`src/rtl/fifo_in.sv`:
```
// fifo_in: packs a stream of 32-bit host words into 128-bit blocks (first word
// in the most-significant position) and queues complete blocks for the AES core.
module fifo_in #(
  parameter  int DEPTH = 2,
  localparam int CW    = $clog2(DEPTH + 1)
) (
  input  logic          clk,
  input  logic          n_rst,
  input  logic          write_en,
  input  logic [31:0]   data_in,
  input  logic          read_en,
  output logic [127:0]  data_out,
  output logic          fifo_empty,
  output logic          fifo_full,
  output logic [CW-1:0] block_count,
  output logic          overrun,
  output logic          underrun
);

  localparam int            PW       = (DEPTH > 1) ? $clog2(DEPTH) : 1;
  localparam logic [CW-1:0] DEPTH_C  = CW'(DEPTH);
  localparam logic [PW-1:0] LAST_PTR = PW'(DEPTH - 1);

  // Assembly register: word 0 in [95:64], word 1 in [63:32], word 2 in [31:0]
  logic [95:0]   asm_q, asm_d;
  logic [1:0]    wcnt_q, wcnt_d;
  logic [PW-1:0] head_q, head_d;
  logic [PW-1:0] tail_q, tail_d;
  logic [CW-1:0] count_q, count_d;
  logic          ovr_q, ovr_d;
  logic          und_q, und_d;
  logic [127:0]  slot_q [DEPTH];

  logic          full_s;
  logic          empty_s;
  logic          wr_ok_s;
  logic          rd_ok_s;
  logic          blk_done_s;
  logic [127:0]  blk_s;

  // Circular pointer advance; DEPTH need not be a power of two
  function automatic logic [PW-1:0] next_ptr(input logic [PW-1:0] p);
    if (p == LAST_PTR) begin
      return '0;
    end else begin
      return p + PW'(1);
    end
  endfunction

  // Accept/reject decisions and next-state computation from pre-edge state
  always_comb begin
    empty_s    = (count_q == {CW{1'b0}});
    full_s     = (count_q == DEPTH_C) && (wcnt_q == 2'd3);
    wr_ok_s    = write_en && !full_s;
    rd_ok_s    = read_en && !empty_s;
    blk_done_s = wr_ok_s && (wcnt_q == 2'd3);
    blk_s      = {asm_q, data_in};

    asm_d   = asm_q;
    wcnt_d  = wcnt_q;
    head_d  = head_q;
    tail_d  = tail_q;
    count_d = count_q;
    ovr_d   = write_en && full_s;
    und_d   = read_en && empty_s;

    if (wr_ok_s) begin
      case (wcnt_q)
        2'd0:    asm_d[95:64] = data_in;
        2'd1:    asm_d[63:32] = data_in;
        2'd2:    asm_d[31:0]  = data_in;
        default: asm_d        = asm_q;
      endcase
      wcnt_d = wcnt_q + 2'd1;
    end else begin
      wcnt_d = wcnt_q;
    end

    if (blk_done_s) begin
      tail_d = next_ptr(tail_q);
    end else begin
      tail_d = tail_q;
    end

    if (rd_ok_s) begin
      head_d = next_ptr(head_q);
    end else begin
      head_d = head_q;
    end

    case ({blk_done_s, rd_ok_s})
      2'b10:   count_d = count_q + CW'(1);
      2'b01:   count_d = count_q - CW'(1);
      default: count_d = count_q;
    endcase
  end

  // Control state and event pulses; reset discards any partial block
  always_ff @(posedge clk) begin
    if (n_rst) begin
      asm_q   <= 96'h0;
      wcnt_q  <= 2'd0;
      head_q  <= '0;
      tail_q  <= '0;
      count_q <= '0;
      ovr_q   <= 1'b0;
      und_q   <= 1'b0;
    end else begin
      asm_q   <= asm_d;
      wcnt_q  <= wcnt_d;
      head_q  <= head_d;
      tail_q  <= tail_d;
      count_q <= count_d;
      ovr_q   <= ovr_d;
      und_q   <= und_d;
    end
  end

  // Block storage; contents survive reset since pointers make them unreachable
  always_ff @(posedge clk) begin
    if (!n_rst && blk_done_s) begin
      slot_q[tail_q] <= blk_s;
    end
  end

  // Output decode from registered state only; partial blocks never shown
  always_comb begin
    if (empty_s) begin
      data_out = 128'h0;
    end else begin
      data_out = slot_q[head_q];
    end
    fifo_empty  = empty_s;
    fifo_full   = full_s;
    block_count = count_q;
    overrun     = ovr_q;
    underrun    = und_q;
  end

endmodule

```
`config.mk`:
```
export PLATFORM = sky130hd
export DESIGN_NAME = fifo_in
export DESIGN_NICKNAME = d
export VERILOG_FILES = /design/src/rtl/fifo_in.sv
export SDC_FILE = /design/constraint.sdc
export NUM_CORES = 1
export LEC_CHECK = 0
export ABC_AREA = 1
export CORE_MARGIN = 2
export CORE_UTILIZATION = 40
export CTS_BUF_LIST = sky130_fd_sc_hd__clkbuf_4 sky130_fd_sc_hd__clkbuf_8
export CTS_CLUSTER_SIZE = 40
export DETAILED_ROUTE_END_ITERATION = 8
export GPL_ROUTABILITY_DRIVEN = 1
export HOLD_SLACK_MARGIN = 0.12
export REMOVE_ABC_BUFFERS = 1
export SETUP_SLACK_MARGIN = 0.3
export SYNTH_ARGS = -nofsm -noshare
export SYNTH_HDL_FRONTEND = slang
export SYNTH_SLANG_ARGS = --single-unit
```
`constraint.sdc`:
```
create_clock -name clk -period 22.2 [get_ports clk]
set_input_delay 4.44 -clock clk [delete_from_list [all_inputs] [get_ports clk]]
set_output_delay 4.44 -clock clk [all_outputs]
set_load 0.1 [all_outputs]
```
==> results by group <==
Critical path
  • Worst R2R Setup Slack: 18,110 ps
  • Startpoint types: flop
  • CP arrival: 4140 ps
  • Worst path cell trace: inv_4 > buf_4 > nand2_1 > a21oi_1 > clkdlybuf4s50_1
  • Slowest-stage cell, CP: clkdlybuf4s50_1
  • Worst reg-to-reg path cell count: 6
  • R2R Path End: slot_q[1][30]
  • R2R Path Start: wcnt_q[1]
  • CP Depth: 5
  • Buf/Inv on CP: 3
  • Delay-heaviest family, CP: buffers and inverters
  • Setup crit end kind: primary output
  • Crit path max fanout: 74
  • Worst Path Class, Setup: reg2out
  • Largest stage delay on the critical path: 1190 ps
  • WP data required: 17,760 ps

Power and ir drop
  • VDD IR max: 0.05004 mV
  • Switching Fraction: 24.21%
  • Pint: 1120 uW
  • Power per cell area: 82.75 mW/mm^2
  • Clock share of power: 41.6%
  • NetSw: 357.9 uW
  • Gate power share: 8.1%
  • Power share of the sequential group: 50.3%
  • Lkg Pwr: 0.007154 uW

Hold path
  • HP Class: reg2reg
  • Hold path start: asm_q[57]
  • Hold Path Sink: slot_q[1][89]
  • Depth of the worst hold-timing path: 0

Clock network
  • H-Tree Depth: 2
  • Clock-pin slew on the worst setup and hold paths: 60 ps
  • Maximum root-to-sink buffer count: 3
  • Post-CTS Setup Inserts: 0
  • CTS Buf Count: 59
  • CTS tree: yes
  • # hold bufs at CTS: 0
  • Clk_lat worst skew: 610 ps
  • CTS resizes: 0
  • Root buffer cell: clkbuf_8
  • Sink Count: 361

Status
  • Status: complete, no violations

Yosys
  • Syn Std Cell Area: 0.01460 mm^2
  • Post-synth cell types: 19
  • Mapped Cells: 1,500
  • Register bit total from synthesis: 361
  • Avg Synthesized Cell Area: 9.734 um^2
  • Syn. warnings: 0
  • Register area share after synthesis: 67.05%

Floorplan
  • Core Footprint: 0.03574 mm^2
  • Die H: 195.1 um
  • Die area: 0.03804 mm^2
  • Row count: 69
  • IO Pins: 170
  • Initial Util: 40.85%
  • Die W: 195.1 um

Global routing
  • Number of global-route vias before repair: 10,010
  • GR met3 Demand/Resource: 3.489%
  • Gr busiest metal: met2
  • Global-route wire length before repair: 55.99 mm
  • Met1 usage: 24.29%
  • Overall global routing resource usage: 18.92%
  • Initial antenna violation count: 0
  • Met2 Use GR: 32.53%
  • Grt total ovfl: 0
  • Pin count of the biggest net entering global routing: 102

Layout
  • Multi-input logic area: 0.003557 mm^2
  • Proportion of layout cells with a drive suffix above 1: 7.506%
  • Final net count: 1,684
  • Post-route non-filler standard cell count: 2,153
  • Final core occ: 49.98%
  • Diode count: 0
  • Syn-to-layout area delta: 22.36%
  • Fill cells: 3,289
  • Seq. cell area: 0.009793 mm^2

STA
  • Final worst-path cycle share: 38.65%
  • Hold Violations, Final: 0
  • RSZ-0062 raised after global routing: no
  • Tmin final: 8580 ps
  • Max Clk Rate: 116.5 MHz
  • Endpoints failing setup: 0
  • Clk_skew: 18.76 ps
  • Setup TNS: 0 ps
  • Worst setup margin: 13,620 ps
  • Max Slew Vio Count: 0
  • Least-Margin Pin Slew: 1187 ps
  • Rel. slew slack: 20.86%

Routing
  • DRC errors left: 0
  • Drt first pass iters: 5
  • Vias: 10,340
  • Remaining antenna violation count after routing: 0
  • DR WL/cell: 16.67 um
  • Vias per cell: 4.804
  • DRT Wirelength: 35.90 mm
  • First-iteration detailed-routing DRC count: 666

Placed design
  • Gpl congestion: 0.7332
  • IO buf count: 169
  • Dpl hpwl: 18.74 mm
  • Setup WS pre-CTS: 14,120 ps
  • Placed cell count: 2,043

Job
  • Max Cap Violations: 0
[routing by layer]
| metal | part of all wire (%) | vias up |
|---|---|---|
| li1 | - | 5130 |
| met1 | 44 | 4832 |
| met2 | 48 | 312 |
| met3 | 6.2 | 69 |
| met4 | 2.2 | 0 |
| met5 | 0 | - |
[state kept, by name, summed over array words and instances, names as in the netlist, named ones only]
register     cells
slot_q         256
asm_q           96
block_count      2
wcnt_q           2
head_q           1
overrun          1
tail_q           1
underrun         1
[cells in the mapped netlist]
cell | count | share of area, %
nand2_1 | 457 | 12
nand3_1 | 7 | 0.24
nor3b_1 | 1 | 0.051
inv_1 | 233 | 6.0
nor2_1 | 104 | 2.7
ha_1 | 5 | 0.43
a21oi_1 | 131 | 4.5
nand4_1 | 98 | 4.2
o21ai_0 | 2 | 0.069
inv_2 | 1 | 0.026
buf_4 | 1 | 0.051
dfxtp_1 | 105 | 14
buf_2 | 42 | 1.4
clkbuf_1 | 35 | 0.90
buf_1 | 19 | 0.49
nand3_2 | 1 | 0.069
nor4_1 | 1 | 0.043
a31oi_1 | 1 | 0.043
edfxtp_1 | 256 | 53
[layout make-up]
| type | count | share of cell area (%) |
|---|---|---|
| sequential | 361 | 54.82 |
| multi-input combinational | 808 | 19.91 |
| timing repair buffer | 179 | 9.875 |
| clock buffer | 88 | 6.219 |
| inverter | 234 | 4.966 |
| tap | 461 | 3.229 |
| clock inverter | 22 | 0.9805 |
[placed cells by master (no fill, tap or decap), drive strengths merged, types with 20 or more instances in the layout]
master	synthesis	routed
a21oi	131	131
nand2	457	457
edfxtp	256	256
nor2	104	104
clkbuf	35	88
inv	234	233
nand4	98	98
clkdlybuf4s50	0	168
dfxtp	105	105
clkinv	0	20
[worst max path at each step]
stage                   start              to
4_1_cts                  flop    data_out[63]
5_1_grt                  flop   data_out[109]
6_report                 flop   data_out[120]
2_1_floorplan  block_count[1]     data_out[0]
3_5_place_dp             flop    data_out[63]
3_3_place_gp         write_en  slot_q[1][110]
[cells by family (layout without fill, tap and decap cells)]
logic type | after synthesis | after routing | share of synthesized area, %
AO/OA/AOI/OAI | 134 | 134 | 4.602
flip-flops | 361 | 361 | 67.05
adder cells (fa/ha/maj) | 5 | 5 | 0.4285
buffers and inverters | 331 | 523 | 8.895
AND/OR/NAND/NOR | 669 | 669 | 19.02
[power groups by stage]
stage / sequential [uW] / combinational (uW) / clock [uW]
global route: 745 / 131 / 657
global placement: 756 / 119 / 0
finish: 743 / 120 / 615
floorplan: 756 / 80.7 / 0
detailed placement: 757 / 120 / 0
CTS: 743 / 121 / 632
[through the flow]
| step | hold slack, ps | power, uW | instance area (um^2) |
|---|---|---|---|
| finish | 445.3 | 1478 | 17860 |
| global route | 458.2 | 1532 | 17860 |
| CTS | 446.0 | 1496 | 17860 |
| detailed placement | 436.9 | 877.7 | 16580 |
| global placement | 428.1 | 875.6 | 16580 |
| floorplan | 425.6 | 837.0 | 14180 |
Power figures use the tool's default switching activity.
==> RTL edit: new RTL, same settings <==
`DEPTH`: 2 -> 1.
--- a/src/rtl/fifo_in.sv
+++ b/src/rtl/fifo_in.sv
@@ -3,3 +3,3 @@
 module fifo_in #(
-  parameter  int DEPTH = 2,
+  parameter  int DEPTH = 1,
   localparam int CW    = $clog2(DEPTH + 1)
Ports: changed (resized block_count); port bits go from 170 to 169. No check against the original RTL was run, so the function may have changed too.
==> RTL edit against the original RTL <==
Via count down 29%. Sequential cell count fell by 132. Area after synthesis down 33%. Die area shrank 32%. Core utilization grew 1.5 points. First-iteration DRC count down 39%. Worst setup slack improved by 750 ps. Sequential share of layout area decreased by 7.8 points. Combinational power shrank 16%. Cell area shrank 30%. Total power fell by 35%. Wire length decreased by 39%. Largest power group unchanged.
==> RTL edit: results (changes against the original RTL) <==
status=finished, final reports clean; number of enable flip-flop cells after synthesis=128 (-50%); vias per std cell=4.325 (-10%); met3 Resource Use GR=3.280% (-0.21 points); Clock Skews=13.95 ps (-4.816 ps); wire length per cell=12.96 um (-22%); worst hold start=asm_q[14]$_SDFFE_PP0P_; TritonCTS Buffers=39 (-34%); largest net degree at the start of global routing=78 (-24%); sequential fraction of the synthesis area=59.61% (-7.4 points); Final GP Congestion=0.7175 (-2.1%); Max FO, Critical Path=68 (-8.1%); filler cell count=2296 (-30%); post-route cell area=12490 sq um (-30%); adder and majority gate portion of the synthesized area=0.5086% (+0.080 points); Sequential Power Share=48.9% (-1.4 points); WP data arrival=3390 ps (-750 ps); share of the synthesized area in the top cell type=39.06% (-14 points); fraction of layout cells with a size suffix above 1=6.067% (-1.4 points); wl on met1=10280 um (-34%); synth cell count leaders=358 x inv_1, 326 x nand2_1, 128 x edfxtp_1; met2 usage=29.11% (-3.4 points); VDD IR max=38.30 uV (-23%); Worst-Skew Late Latency=520 ps (-90 ps); Leak Pwr=6.258 nW (-13%); Distinct cells, synth=17 (-2); top cells by area, synth=edfxtp_1 39%, dfxtp_1 21%, inv_1 14%
## RTL edit: changes by cell type after synthesis, moves of 2 or more
cell,delta
inv_1,+125
edfxtp_1,-128
clkbuf_1,-13
buf_2,-11
a21oi_1,-130
nand3_1,-5
buf_1,-7
dfxtp_1,-4
nand2_1,-131
nand4_1,-2
buf_6,+3
## RTL edit: layout make-up
cell class	instances	share of cell area, %
Clock buffer	62	6.029
Clock inverter	8	0.4807
Inverter	358	10.77
Multi-Input combinational cell	537	18.70
Sequential cell	229	46.98
Tap cell	324	3.245
Timing Repair Buffer	174	13.80
## RTL edit: final timing paths
path | to | slack [ps] | depth (start not counted)
hold reg to reg | slot_q[0][46]$_DFFE_PP_ | 420 | 0
setup reg to reg | asm_q[73]$_SDFFE_PP0P_ | 19460 | 6
setup / recovery | data_out[58] | 14370 | 4
hold / removal | slot_q[0][46]$_DFFE_PP_ | 420 | 0
